[src/rtl/uart_rx_fifo_if.sv]
// Register-side bus of the UART receiver: read mux select, pop/clear strobes,
// read data and the level interrupt request toward the PLIC.
`timescale 1ns/1ps
interface uart_rx_fifo_if;
    logic        reg_sel;
    logic        pop;
    logic        clr_err;
    logic [31:0] rdata;
    logic        int_pending;

    // Bus decoder / CPU side
    modport master (
        output reg_sel,
        output pop,
        output clr_err,
        input  rdata,
        input  int_pending
    );

    // Receiver side
    modport slave (
        input  reg_sel,
        input  pop,
        input  clr_err,
        output rdata,
        output int_pending
    );
endinterface

[src/rtl/uart_rx_fifo.sv]
// 8N1 UART receiver with a byte FIFO, a data/status register pair and a
// level interrupt that stays high while received bytes are waiting.
`timescale 1ns/1ps
module uart_rx_fifo #(
    parameter int CLKS_PER_BIT = 868,
    parameter int DEPTH        = 16
) (
    input  logic          clk,
    input  logic          rst,
    input  logic          rx,
    uart_rx_fifo_if.slave bus
);

    localparam int HALF = CLKS_PER_BIT / 2;
    localparam int TW   = $clog2(CLKS_PER_BIT);
    localparam int AW   = $clog2(DEPTH);
    localparam int CW   = $clog2(DEPTH + 1);

    typedef enum logic [1:0] {IDLE, START, DATA, STOP} state_t;

    // Register images: upper bits are always zero.
    function automatic logic [31:0] data_word(input logic [7:0] head_byte,
                                              input logic       valid);
        return {23'd0, valid, head_byte};
    endfunction

    function automatic logic [31:0] status_word(input logic [CW-1:0] cnt,
                                                input logic          ne,
                                                input logic          fl,
                                                input logic          ov,
                                                input logic          fe);
        logic [31:0] w;
        w       = '0;
        w[15:8] = 8'(cnt);
        w[3:0]  = {fe, ov, fl, ne};
        return w;
    endfunction

    logic          rx_meta;
    logic          rxs;
    logic          rxs_d;

    state_t        state;
    state_t        state_next;
    logic [TW-1:0] timer;
    logic [TW-1:0] timer_next;
    logic [2:0]    bit_cnt;
    logic [2:0]    bit_cnt_next;
    logic [7:0]    shift;
    logic [7:0]    shift_next;
    logic          push;
    logic          frame_set;

    logic [7:0]    mem [DEPTH];
    logic [AW-1:0] wr_ptr;
    logic [AW-1:0] rd_ptr;
    logic [CW-1:0] count;
    logic [CW-1:0] count_next;
    logic          empty;
    logic          full;
    logic          do_push;
    logic          do_pop;
    logic          overrun_set;
    logic          overrun;
    logic          frame_err;
    logic          pending;
    logic [7:0]    head;

    // Two-stage synchroniser for the asynchronous line plus a delayed copy for edge detection.
    always_ff @(posedge clk) begin
        if (rst) begin
            rx_meta <= 1'b1;
            rxs     <= 1'b1;
            rxs_d   <= 1'b1;
        end else begin
            rx_meta <= rx;
            rxs     <= rx_meta;
            rxs_d   <= rxs;
        end
    end

    // Receiver control state; reset aborts any frame in flight.
    always_ff @(posedge clk) begin
        if (rst) begin
            state   <= IDLE;
            timer   <= '0;
            bit_cnt <= '0;
        end else begin
            state   <= state_next;
            timer   <= timer_next;
            bit_cnt <= bit_cnt_next;
        end
    end

    // Data shift register needs no reset: it is only pushed after a full frame.
    always_ff @(posedge clk) begin
        shift <= shift_next;
    end

    // Frame sequencing: mid-bit sampling, LSB-first assembly, stop-bit validation.
    always_comb begin
        state_next   = state;
        timer_next   = timer;
        bit_cnt_next = bit_cnt;
        shift_next   = shift;
        push         = 1'b0;
        frame_set    = 1'b0;
        case (state)
            IDLE: begin
                if (rxs_d && !rxs) begin
                    state_next = START;
                    timer_next = '0;
                end
            end
            START: begin
                if (timer == TW'(HALF - 1)) begin
                    timer_next = '0;
                    if (!rxs) begin
                        state_next   = DATA;
                        bit_cnt_next = '0;
                    end else begin
                        // Line went back high before mid start bit: treat as noise.
                        state_next = IDLE;
                    end
                end else begin
                    timer_next = timer + TW'(1);
                end
            end
            DATA: begin
                if (timer == TW'(CLKS_PER_BIT - 1)) begin
                    timer_next   = '0;
                    shift_next   = {rxs, shift[7:1]};
                    bit_cnt_next = bit_cnt + 3'd1;
                    if (bit_cnt == 3'd7) begin
                        state_next = STOP;
                    end
                end else begin
                    timer_next = timer + TW'(1);
                end
            end
            STOP: begin
                if (timer == TW'(CLKS_PER_BIT - 1)) begin
                    timer_next = '0;
                    state_next = IDLE;
                    if (rxs) begin
                        push = 1'b1;
                    end else begin
                        frame_set = 1'b1;
                    end
                end else begin
                    timer_next = timer + TW'(1);
                end
            end
            default: state_next = IDLE;
        endcase
    end

    assign empty       = (count == '0);
    assign full        = (count == CW'(DEPTH));
    assign do_pop      = bus.pop && !empty;
    // A pop on a full FIFO frees the slot the simultaneous push needs.
    assign do_push     = push && (!full || do_pop);
    assign overrun_set = push && full && !bus.pop;

    // Occupancy after this cycle's accepted push/pop.
    always_comb begin
        count_next = count;
        if (do_push && !do_pop) begin
            count_next = count + CW'(1);
        end else if (!do_push && do_pop) begin
            count_next = count - CW'(1);
        end
    end

    // FIFO pointers, occupancy, sticky error flags and the registered interrupt.
    always_ff @(posedge clk) begin
        if (rst) begin
            wr_ptr    <= '0;
            rd_ptr    <= '0;
            count     <= '0;
            overrun   <= 1'b0;
            frame_err <= 1'b0;
            pending   <= 1'b0;
        end else begin
            if (do_push) begin
                wr_ptr <= wr_ptr + AW'(1);
            end
            if (do_pop) begin
                rd_ptr <= rd_ptr + AW'(1);
            end
            count     <= count_next;
            pending   <= (count_next != '0);
            // A new error in the same cycle as a clear keeps the flag set.
            overrun   <= overrun_set | (overrun & ~bus.clr_err);
            frame_err <= frame_set | (frame_err & ~bus.clr_err);
        end
    end

    // Byte storage; occupancy gating makes its reset state irrelevant.
    always_ff @(posedge clk) begin
        if (do_push) begin
            mem[wr_ptr] <= shift;
        end
    end

    assign head            = empty ? 8'h00 : mem[rd_ptr];
    assign bus.rdata       = bus.reg_sel ? status_word(count, !empty, full, overrun, frame_err)
                                         : data_word(head, !empty);
    assign bus.int_pending = pending;

endmodule

[src/flat_wrapper.sv]
// flat-port wrapper written by rule: the top's interface ports become plain ports
module uart_rx_fifo_flat 
#(
    parameter int CLKS_PER_BIT = 868,
    parameter int DEPTH        = 16
)
  (clk, rst, rx, bus_reg_sel, bus_pop, bus_clr_err, bus_rdata, bus_int_pending);
  uart_rx_fifo_if bus_i ();
  input  logic clk;
  input  logic rst;
  input  logic rx;
  input wire logic [$bits(bus_i.reg_sel)-1:0] bus_reg_sel;
  input wire logic [$bits(bus_i.pop)-1:0] bus_pop;
  input wire logic [$bits(bus_i.clr_err)-1:0] bus_clr_err;
  output wire logic [$bits(bus_i.rdata)-1:0] bus_rdata;
  output wire logic [$bits(bus_i.int_pending)-1:0] bus_int_pending;
  assign bus_i.reg_sel = bus_reg_sel;
  assign bus_i.pop = bus_pop;
  assign bus_i.clr_err = bus_clr_err;
  assign bus_rdata = bus_i.rdata;
  assign bus_int_pending = bus_i.int_pending;
  uart_rx_fifo #(.CLKS_PER_BIT(CLKS_PER_BIT), .DEPTH(DEPTH)) u_core (.clk(clk), .rst(rst), .rx(rx), .bus(bus_i));
endmodule
[config.mk]
export PLATFORM = sky130hd
export DESIGN_NAME = uart_rx_fifo_flat
export DESIGN_NICKNAME = d
export VERILOG_FILES = /design/src/rtl/uart_rx_fifo_if.sv /design/src/rtl/uart_rx_fifo.sv /design/src/flat_wrapper.sv
export SDC_FILE = /design/constraint.sdc
export NUM_CORES = 1
export LEC_CHECK = 0
export CAP_MARGIN = 20
export CORE_ASPECT_RATIO = 0.9
export CORE_MARGIN = 2
export CORE_UTILIZATION = 40
export CTS_BUF_LIST = sky130_fd_sc_hd__clkbuf_8
export DETAILED_ROUTE_END_ITERATION = 16
export MAX_ROUTING_LAYER = met4
export PLACE_DENSITY = 0.68
export SYNTH_ARGS = -nofsm -noshare
export SYNTH_HDL_FRONTEND = slang
export SYNTH_SLANG_ARGS = --single-unit
[constraint.sdc]
create_clock -name clk -period 2.8 [get_ports clk]
set_clock_uncertainty 0.1 [all_clocks]
set_input_delay 0.56 -clock clk [delete_from_list [all_inputs] [get_ports clk]]
set_output_delay 0.56 -clock clk [all_outputs]
set_load 0.005 [all_outputs]
Yosys cells after proc, flatten, opt, wreduce, memory -nomap -nowiden
Memories as Yosys holds them, arrays and structs flattened. A register that Yosys moved wholly into a read port is not among the register bits.
Index checks and enable logic that the tools add are counted.
{ "totals": {"regBits": 42, "ramBits": 128, "input_bits": 6, "output_inout_bits": 33, "word_cells": 89, "n_memories": 1} }
{ "mem_list": {"columns": ["memory", "words", "word_bits", "rd", "rd_ports_with_merged_regs", "write_ports", "line_no", "source"], "rows": [
  ["u_core.mem", 16, 8, 1, 1, 1, "uart_rx_fifo.sv:54", "logic [7:0] mem [DEPTH];"]
]} }
{ "classes": {"add_sub_neg": 6, "n_eq_ne": 13, "muxes": 29, "bitwise": 5, "reduce_logical": 22} }
{ "ops": {"columns": ["op", "count"], "rows": [
  ["10-bit 2-to-1 mux", 3],
  ["10-bit case mux with 3 select lines", 1],
  ["13-bit 2-to-1 mux", 1],
  ["2-bit 2-to-1 mux", 6],
  ["10-bit by 1-bit adder with 10-bit output, second input constant", 1],
  ["10-bit == test, second input constant", 1],
  ["10-bit by 9-bit == test with 1-bit output, second input constant", 1],
  ["5-bit 2-to-1 mux", 2],
  ["2-bit by 1-bit != test with 1-bit output, second input constant", 5],
  ["3-bit 2-to-1 mux", 3],
  ["4-bit by 1-bit adder with 4-bit output, second input constant", 2],
  ["1-bit 2-to-1 mux", 8],
  ["4-bit 2-to-1 mux", 2],
  ["8-bit 2-to-1 mux", 1],
  ["2-bit case mux with 4 select lines", 1],
  ["1-bit logical AND", 7],
  ["1-bit zero test", 6],
  ["3-bit case mux with 2 select lines", 1],
  ["5-bit by 1-bit adder with 5-bit output, second input constant", 1],
  ["5-bit == test, second input constant", 1],
  ["5-bit zero test", 1],
  ["5-bit AND reduction", 1],
  ["5-bit nonzero test", 1],
  ["5-bit by 1-bit subtractor with 5-bit output, second input constant", 1],
  ["other kinds (14)", 17]
]} }

Depth between registers and ports, before layout
Gate-level depths: netlist (run 1).
{ "depth": {"depth_word": 10, "mapped_depth": 9, "ltp_nobuf": 7} }

Least setup slack after synthesis (run 1)
OpenSTA, ideal clock, no wires.
{ "synth_path": {"kind": "register -> register", "start": "register u_core.timer[0]", "end": "memory u_core.mem[0][0] (enable)", "setup_ns": 0.383, "t_arrival_ns": 2.301, "required_time_ns": 2.317, "slack_ns": 0.015, "stages_incl_launch_ff": 8, "n_path_buf": 1, "synth_period_minus_slack_ns": 2.785, "path_cell_list": "dfxtp_1 > ha_1 > nand4bb_1 > nor4_1 > and2_1 > clkbuf_1 > nand2_1 > nor3_1"} }
{ "synth_between": {"elab_chain_len": 6} }
{ "synth_rtl": {"columns": ["item", "line_no", "source"], "rows": [
  ["start, declared", "uart_rx_fifo.sv:45", "logic [TW-1:0] timer;"],
  ["start signal, assigned", "uart_rx_fifo.sv:90", "timer <= timer_next;"],
  ["10-bit == test", "uart_rx_fifo.sv:142", "if (timer == TW'(CLKS_PER_BIT - 1)) begin"],
  ["1-bit 2-to-1 mux", "uart_rx_fifo.sv:142", null],
  ["1-bit 2-to-1 mux", "uart_rx_fifo.sv:108", "case (state)"],
  ["1-bit logical AND", "uart_rx_fifo.sv:162", "assign do_push = push && (!full || do_pop);"],
  ["1-bit 2-to-1 mux", "uart_rx_fifo.sv:201", "if (do_push) begin"],
  ["1-bit 2-to-1 mux (not written as such)", "uart_rx_fifo.sv:202", "mem[wr_ptr] <= shift;"],
  ["end, declared", "uart_rx_fifo.sv:54", null]
]} }
Every way passes these cells.

==> metrics.md, run 1 <==
| Metric | Value |
|---|---|
| Gate Count Post-Synth | `476` |
| Synth top cells by count | `edfxtp_1, nor2_1, mux4_2` |
| Post-DP Area | `0.00805 mm²` |
| CP delay by family, top | `multiplexers` |
| Asr flop ratio synth | `0%` |
| Pre-CTS WS | `-0.104 ns` |
| Distinct cells, synth | `56` |
| CP peak stage delay | `0.54 ns` |
| Ys flop type | `edfxtp_1` |
| Final Hold Vio Count | `0` |
| Clk pwr share | `approximately 29%` |
| Root buffer cell | `clkbuf_8` |
| Routability cong. | `0.861` |
| Slew HR | `roughly three fifths` |
| Switching power | `0.00168 W` |
| Outcome | `finished with violations` |
| Maximum vdd drop | `roughly 0.36 mV` |
| DR pass1 iterations | `5` |
| Fillers | `roughly 1.5k` |
| Final setup fails | `8` |
| Drc violations | `0` |
| CTS buffer count | `17` |
| Setup CP Type | `reg2out` |
| Critical-path cell list | `buf_12 > buf_6 > mux4_2 > mux4_2 > nor2b_4 > buf_2` |
| CTS max path bufs | `2` |
| Failing checks | `setup timing` |
| Synth Register Bits | `174` |
| Congestion Overflow GR | `0` |
| Core area | `around 0.018 mm²` |
| First-pass GRT wire length | `23900 µm` |
| Post-synth EDFFs | `136` |
| Pin count of the biggest net entering global routing | `33` |
| Post-synthesis sequential area ratio | `65.4%` |
| Final worst-path cycle share | `110%` |
| Critical path arrival | `2.43 ns` |
| Final cell utilization of the core | `roughly 47%` |
| # diodes | `0` |
| Ranking of synthesized cells by area | `edfxtp_1, mux4_2, dfxtp_1` |
| Vias | `4283` |
| Syn avg cell area | `15.6 µm²` |
| Via count of the first global-routing pass | `4140` |
| Worst-Skew Late Latency | `0.46 ns` |
| Layout cells sized above 1 | `29.0%` |
| # rows | `47` |
| Starting DRT DRC Count | `368` |
| Part of the power in combinational logic | `23.9%` |
| Slew Limit Fails | `0` |
| Max frequency | `0.324 GHz` |
| Leakage | `2.89 nW` |
| Clock sink count | `approximately 170` |
| Initial antenna violation count | `0` |
| Synth-to-layout area growth | `16.3%` |
| Worst path most repeated cell | `mux4_2` |
| Remaining antenna violation count | `0` |
| Die W | `147 µm` |
| Port buffer count | `19` |
| Dominant cell type by area after synthesis | `edfxtp_1` |
| H-tree depth | `4` |
| Die ar. | `0.0196 mm²` |
| Setup_tns | `-2.09 ns` |
| Nets | `564` |
| Worst setup EP type | `primary output` |
| Least-Margin Pin Slew | `0.613 ns` |
| Setup slack after layout | `-0.286 ns` |
| Sw Ratio | `between 20% and 30%` |
| Worst Path Max Fanout | `6` |
| CP startpoint kind | `flip-flop` |
| GRT Util Overall | `16.9%` |
| WL final | `15400 µm` |
| CP max-delay cell | `mux4_2` |
| Most numerous cell in the Yosys netlist | `edfxtp_1` |
| Initial cell density of the core | `40.5%` |
| RSZ-0062 raised after global routing | `true` |
| CTS tree | `built` |
| Vias/cell | `5.33` |
| Final Cell Area | `between 0.008 and 0.009 mm²` |
| Reg power frac | `47.5%` |
| Max-cap violations | `0` |
| P per Cell Area | `710 mW/mm²` |
| Required time worst endpoint | `2.14 ns` |
| Hold WC Path Type | `reg2reg` |
| Post-Synthesis Cell Area | `0.00741 mm²` |
| WL per Instance | `19.1 µm` |
| Synth warn | `0` |
| Die Height | `133 µm` |
| Filler-free cell count of the finished design | `804` |
| DP Cell Count | `around 760` |
| Synth top area share | `roughly 55%` |
| Post-DP HPWL | `10200 µm` |
| I/O Pins | `39` |
| Clock period minus worst slack | `3.09 ns` |
| Crit path buffers/inverters | `3` |
| Worst-path clk slew | `0.09 ns` |
| Pint | `0.00444 W` |
[worst reg2reg max path: stages (launching register included)]
cell       delay (ns)
dfxtp_1          0.43
ha_1             0.25
nand4bb_1        0.21
nor4_1           0.32
buf_4            0.18
and2_1           0.23
nand2_1          0.16
nor3_1           0.17
buf_4            0.24
[worst paths after layout]
| kind | start | end | slack, ns | cells past startpoint |
|---|---|---|---|---|
| max | flip-flop | bus_rdata[6] | -0.29 | 6 |
| min | u_core.rx_meta | u_core.rxs | 0.32 | 1 |
| max reg2reg | u_core.timer[0] | u_core.mem[1][1] | 0.22 | 8 |
| min reg2reg | u_core.rx_meta | u_core.rxs | 0.32 | 1 |
[cell families (layout without fill, tap and decap cells)]
group           Yosys count  count (layout)  synth area share [%]
compound gates           38              38                  3.99
xor+xnor                  9               9                  1.06
fa+ha+maj                12              12                  2.03
buf+inv                  57             122                  4.54
flops                   174             174                  65.4
mux                      47              47                  13.1
other cells               1              19                0.0506
simple gates            138             138                  9.83
[power by group through the flow]
stage                     clock [W]  sequential (W)  combinational [W]
after floorplan                   0         0.00292           0.000838
after global placement            0         0.00295            0.00127
after detailed placement          0         0.00295            0.00130
after CTS                   0.00177         0.00290            0.00148
after global routing        0.00187         0.00292            0.00158
final                       0.00175         0.00290            0.00146
[per-stage QoR]
step	total power (W)	hold slack, ns
final	0.00612	0.320
after global placement	0.00422	0.296
after floorplan	0.00375	0.289
after CTS	0.00616	0.325
after global routing	0.00637	0.333
after detailed placement	0.00426	0.303
[flip-flops by register name, summed over array words and instances (netlist names), 3 cells and up, named ones only]
name	count
u_core.count	5
u_core.rd_ptr	4
u_core.bit_cnt	3
u_core.timer	10
u_core.shift	8
u_core.mem	128
u_core.wr_ptr	4
[per-layer routing]
| layer | global-route usage (%) | share of wire [%] | wire [µm] |
|---|---|---|---|
| met5 | - | 0 | 0 |
| met4 | 4.11 | 0.83 | 128 |
| met3 | 4.73 | 6.7 | 1030 |
| met2 | 26.6 | 51 | 7770 |
| met1 | 22.0 | 42 | 6440 |
[timing repair]
action	CTS	global route
cloned	1	0
hold buffers	0	0
pin swaps	2	2
endpoints found under the setup margin	9	8
gates resized for setup	61	3
buffers inserted	14	0
[final cells by class]
| class | instances | area (µm²) | share of cell area [%] |
|---|---|---|---|
| inverters | 14 | 52.6 | 0.610 |
| clock buffers | 17 | 234 | 2.71 |
| repair buffers | 76 | 671 | 7.78 |
| multi-input cells | 263 | 2350 | 27.2 |
| well taps | 245 | 307 | 3.56 |
| clock inverters | 15 | 159 | 1.84 |
| flip-flops and latches | 174 | 4850 | 56.3 |
[placed cells by master, fill, tap and decap left out, drive strengths merged, types with 5 or more instances in the layout]
| cell | instances |
|---|---|
| a21oi | 7 |
| a31oi | 8 |
| and2 | 6 |
| and3 | 7 |
| buf | 65 |
| clkbuf | 17 |
| clkdlybuf4s50 | 10 |
| conb | 19 |
| dfxtp | 38 |
| edfxtp | 136 |
| ha | 12 |
| inv | 23 |
| mux2i | 6 |
| mux4 | 40 |
| nand2 | 26 |
| nand3 | 16 |
| nor2 | 41 |
| nor2b | 5 |
| nor3 | 6 |
| or3 | 6 |
| xnor2 | 5 |
Note: power is estimated with default switching activity, not from simulation.
==> run 2: changes to the inputs <==
- CAP_MARGIN: 20 -> not set
==> results of run 2 <==
Final layout, timing and power as in run 1 (identical DEF).
==> run 3: changes to the inputs <==
- CORE_MARGIN: 2 -> 3
==> run 3 against run 2 <==
The flow still finishes with violations (setup timing). Register-to-register slack improved by 0.05 ns. Largest power group unchanged. Cell area down 1.7%. Utilization up 0.23 points. Clock power about the same. Fmax increased by 0.89%. Largest cell class unchanged.
==> metrics.md, run 3 (synthesized netlist as in run 1, its figures left out) <==
| Metric | Value |
|---|---|
| WL per Instance | `17.4 µm` |
| DR pass1 iterations | `5` |
| Starting DRT DRC Count | `366` |
| Maximum vdd drop | `0.353 mV` |
| Final setup fails | `8` |
| Vias | `around 4k` |
| CTS buffer count | `17` |
| # diodes | `0` |
| Initial cell density of the core | `41.4%` |
| CTS max path bufs | `2` |
| Die ar. | `0.0202 mm²` |
| Most frequent cells in the layout | `edfxtp_1, nor2_1, mux4_2, dfxtp_1, buf_4` |
| Initial antenna violation count | `0` |
| Setup CP Type | `reg2out` |
| Slew HR | `35.0%` |
| CP max-delay cell | `mux4_2` |
| Root buffer cell | `clkbuf_8` |
| CP startpoint kind | `flip-flop` |
| I/O Pins | `39` |
| Power Total | `around 0.006 W` |
| DP Cell Count | `~740` |
| Pin count of the biggest net entering global routing | `30` |
| Port buffer count | `19` |
| Die Height | `135 µm` |
| Nets | `548` |
| Outcome | `finished with violations` |
| Setup slack after layout | `-0.259 ns` |
| Post-DP Area | `0.00796 mm²` |
| P per Cell Area | `around 710 mW/mm²` |
| Clock sink count | `174` |
| Congestion Overflow GR | `0` |
| Max frequency | `around 0.33 GHz` |
| Hold WC Path Type | `reg2reg` |
| Worst Path Max Fanout | `6` |
| Drc violations | `0` |
| CP peak stage delay | `0.53 ns` |
| Filler-free cell count of the finished design | `783` |
| Die W | `149 µm` |
| Fillers | `1514` |
| Worst-Skew Late Latency | `0.46 ns` |
| CP delay by family, top | `multiplexers` |
| Final Hold Vio Count | `0` |
| WL final | `13700 µm` |
| Largest reg by FF count | `u_core.mem` |
| Final worst-path cycle share | `109%` |
| # rows | `46` |
| Core area | `roughly 0.018 mm²` |
| Synth-to-layout area growth | `14.4%` |
| Routability cong. | `0.835` |
| Leakage | `2.81 nW` |
| Max-cap violations | `0` |
| CTS tree | `built` |
| Worst setup EP type | `primary output` |
| Critical-path cell list | `buf_8 > buf_8 > mux4_2 > mux4_2 > nor2b_4 > buf_2` |
| Required time worst endpoint | `about 2.1 ns` |
| Worst-path clk slew | `0.10 ns` |
| Register area | `0.00485 mm²` |
| Least-Margin Pin Slew | `0.967 ns` |
| Largest register FFs | `between 100 and 150` |
| Largest regs | `u_core.mem x128, u_core.timer x10, u_core.shift x8` |
| RSZ-0062 raised after global routing | `true` |
| Setup_tns | `-1.79 ns` |
| Vias/cell | `5.17` |
| Slew Limit Fails | `0` |
| Most common cell after layout, fill and taps aside | `edfxtp_1` |
| Remaining antenna violation count | `0` |
| Clock period minus worst slack | `between 3 and 4 ns` |
| Via count of the first global-routing pass | `approximately 4.0k` |
| Final Cell Area | `about 0.0085 mm²` |
| H-tree depth | `4` |
| GRT Util Overall | `14.9%` |
| Layout cells sized above 1 | `26.7%` |
| Crit path buffers/inverters | `3` |
| Hold Slack | `around 0.32 ns` |
| Post-DP HPWL | `9210 µm` |
| Multi-input gate area | `0.00235 mm²` |
| First-pass GRT wire length | `about 22000 µm` |
| Failing checks | `setup timing` |
| Critical path arrival | `around 2.4 ns` |
==> run 3: path summary, 6_finish.rpt <==
path,startpoint,end,slack [ns],cells past startpoint
hold reg to reg,u_core.rx_meta,u_core.rxs,0.32,1
setup reg to reg,u_core.timer[0],u_core.bus.int_pending,0.27,6
setup / recovery,flip-flop,bus_rdata[7],-0.26,6
hold / removal,u_core.rx_meta,u_core.rxs,0.32,1
==> run 3: power by group <==
group	switching [W]	internal [W]
logic	0.000612	0.000739
clock network	0.000956	0.000823
registers	0.0000918	0.00281
==> run 3: per-stage QoR <==
| step | utilization [%] | setup slack (ns) |
|---|---|---|
| CTS | 47.5 | -0.356 |
| floorplan | - | 0.0152 |
| detailed placement | 44.5 | -0.0777 |
| finish | 47.4 | -0.259 |
| global route | 47.4 | -0.345 |
| global placement | 44.5 | -0.0739 |
==> run 3: area by class of cell <==
cell class	count	area share, %
clock buffer	17	2.76
tap	240	3.54
inverter	14	0.620
timing repair buffer	60	6.13
multi-input combinational	263	27.7
sequential	174	57.2
clock inverter	15	2.02
==> run 3: repair_timing <==
item / in CTS / in global routing
buffers inserted: 10 / 3
resized for setup: 57 / 8
gates cloned: 2 / 0
hold buffers: 0 / 0
pin swaps: 4 / 3
endpoints found under the setup margin: 9 / 25
endpoints found under the hold margin: 0 / 0
==> run 3: per-layer routing <==
metal  vias to the layer above  wire length [µm]  global-route usage, %
met4                         0               195                   5.64
met1                      2025              6120                   20.2
li1                       1894                 -                      -
met5                         -                 0                      -
met2                       112              6690                   22.4
met3                        19               644                   3.05
==> run 3: worst reg2reg max path, stage by stage (launching register included) <==
cell       delay (ns)
dfxtp_1          0.43
ha_1             0.26
nand4bb_1        0.28
nor4_4           0.56
mux2_2           0.42
o211ai_1         0.21
a41oi_1          0.15
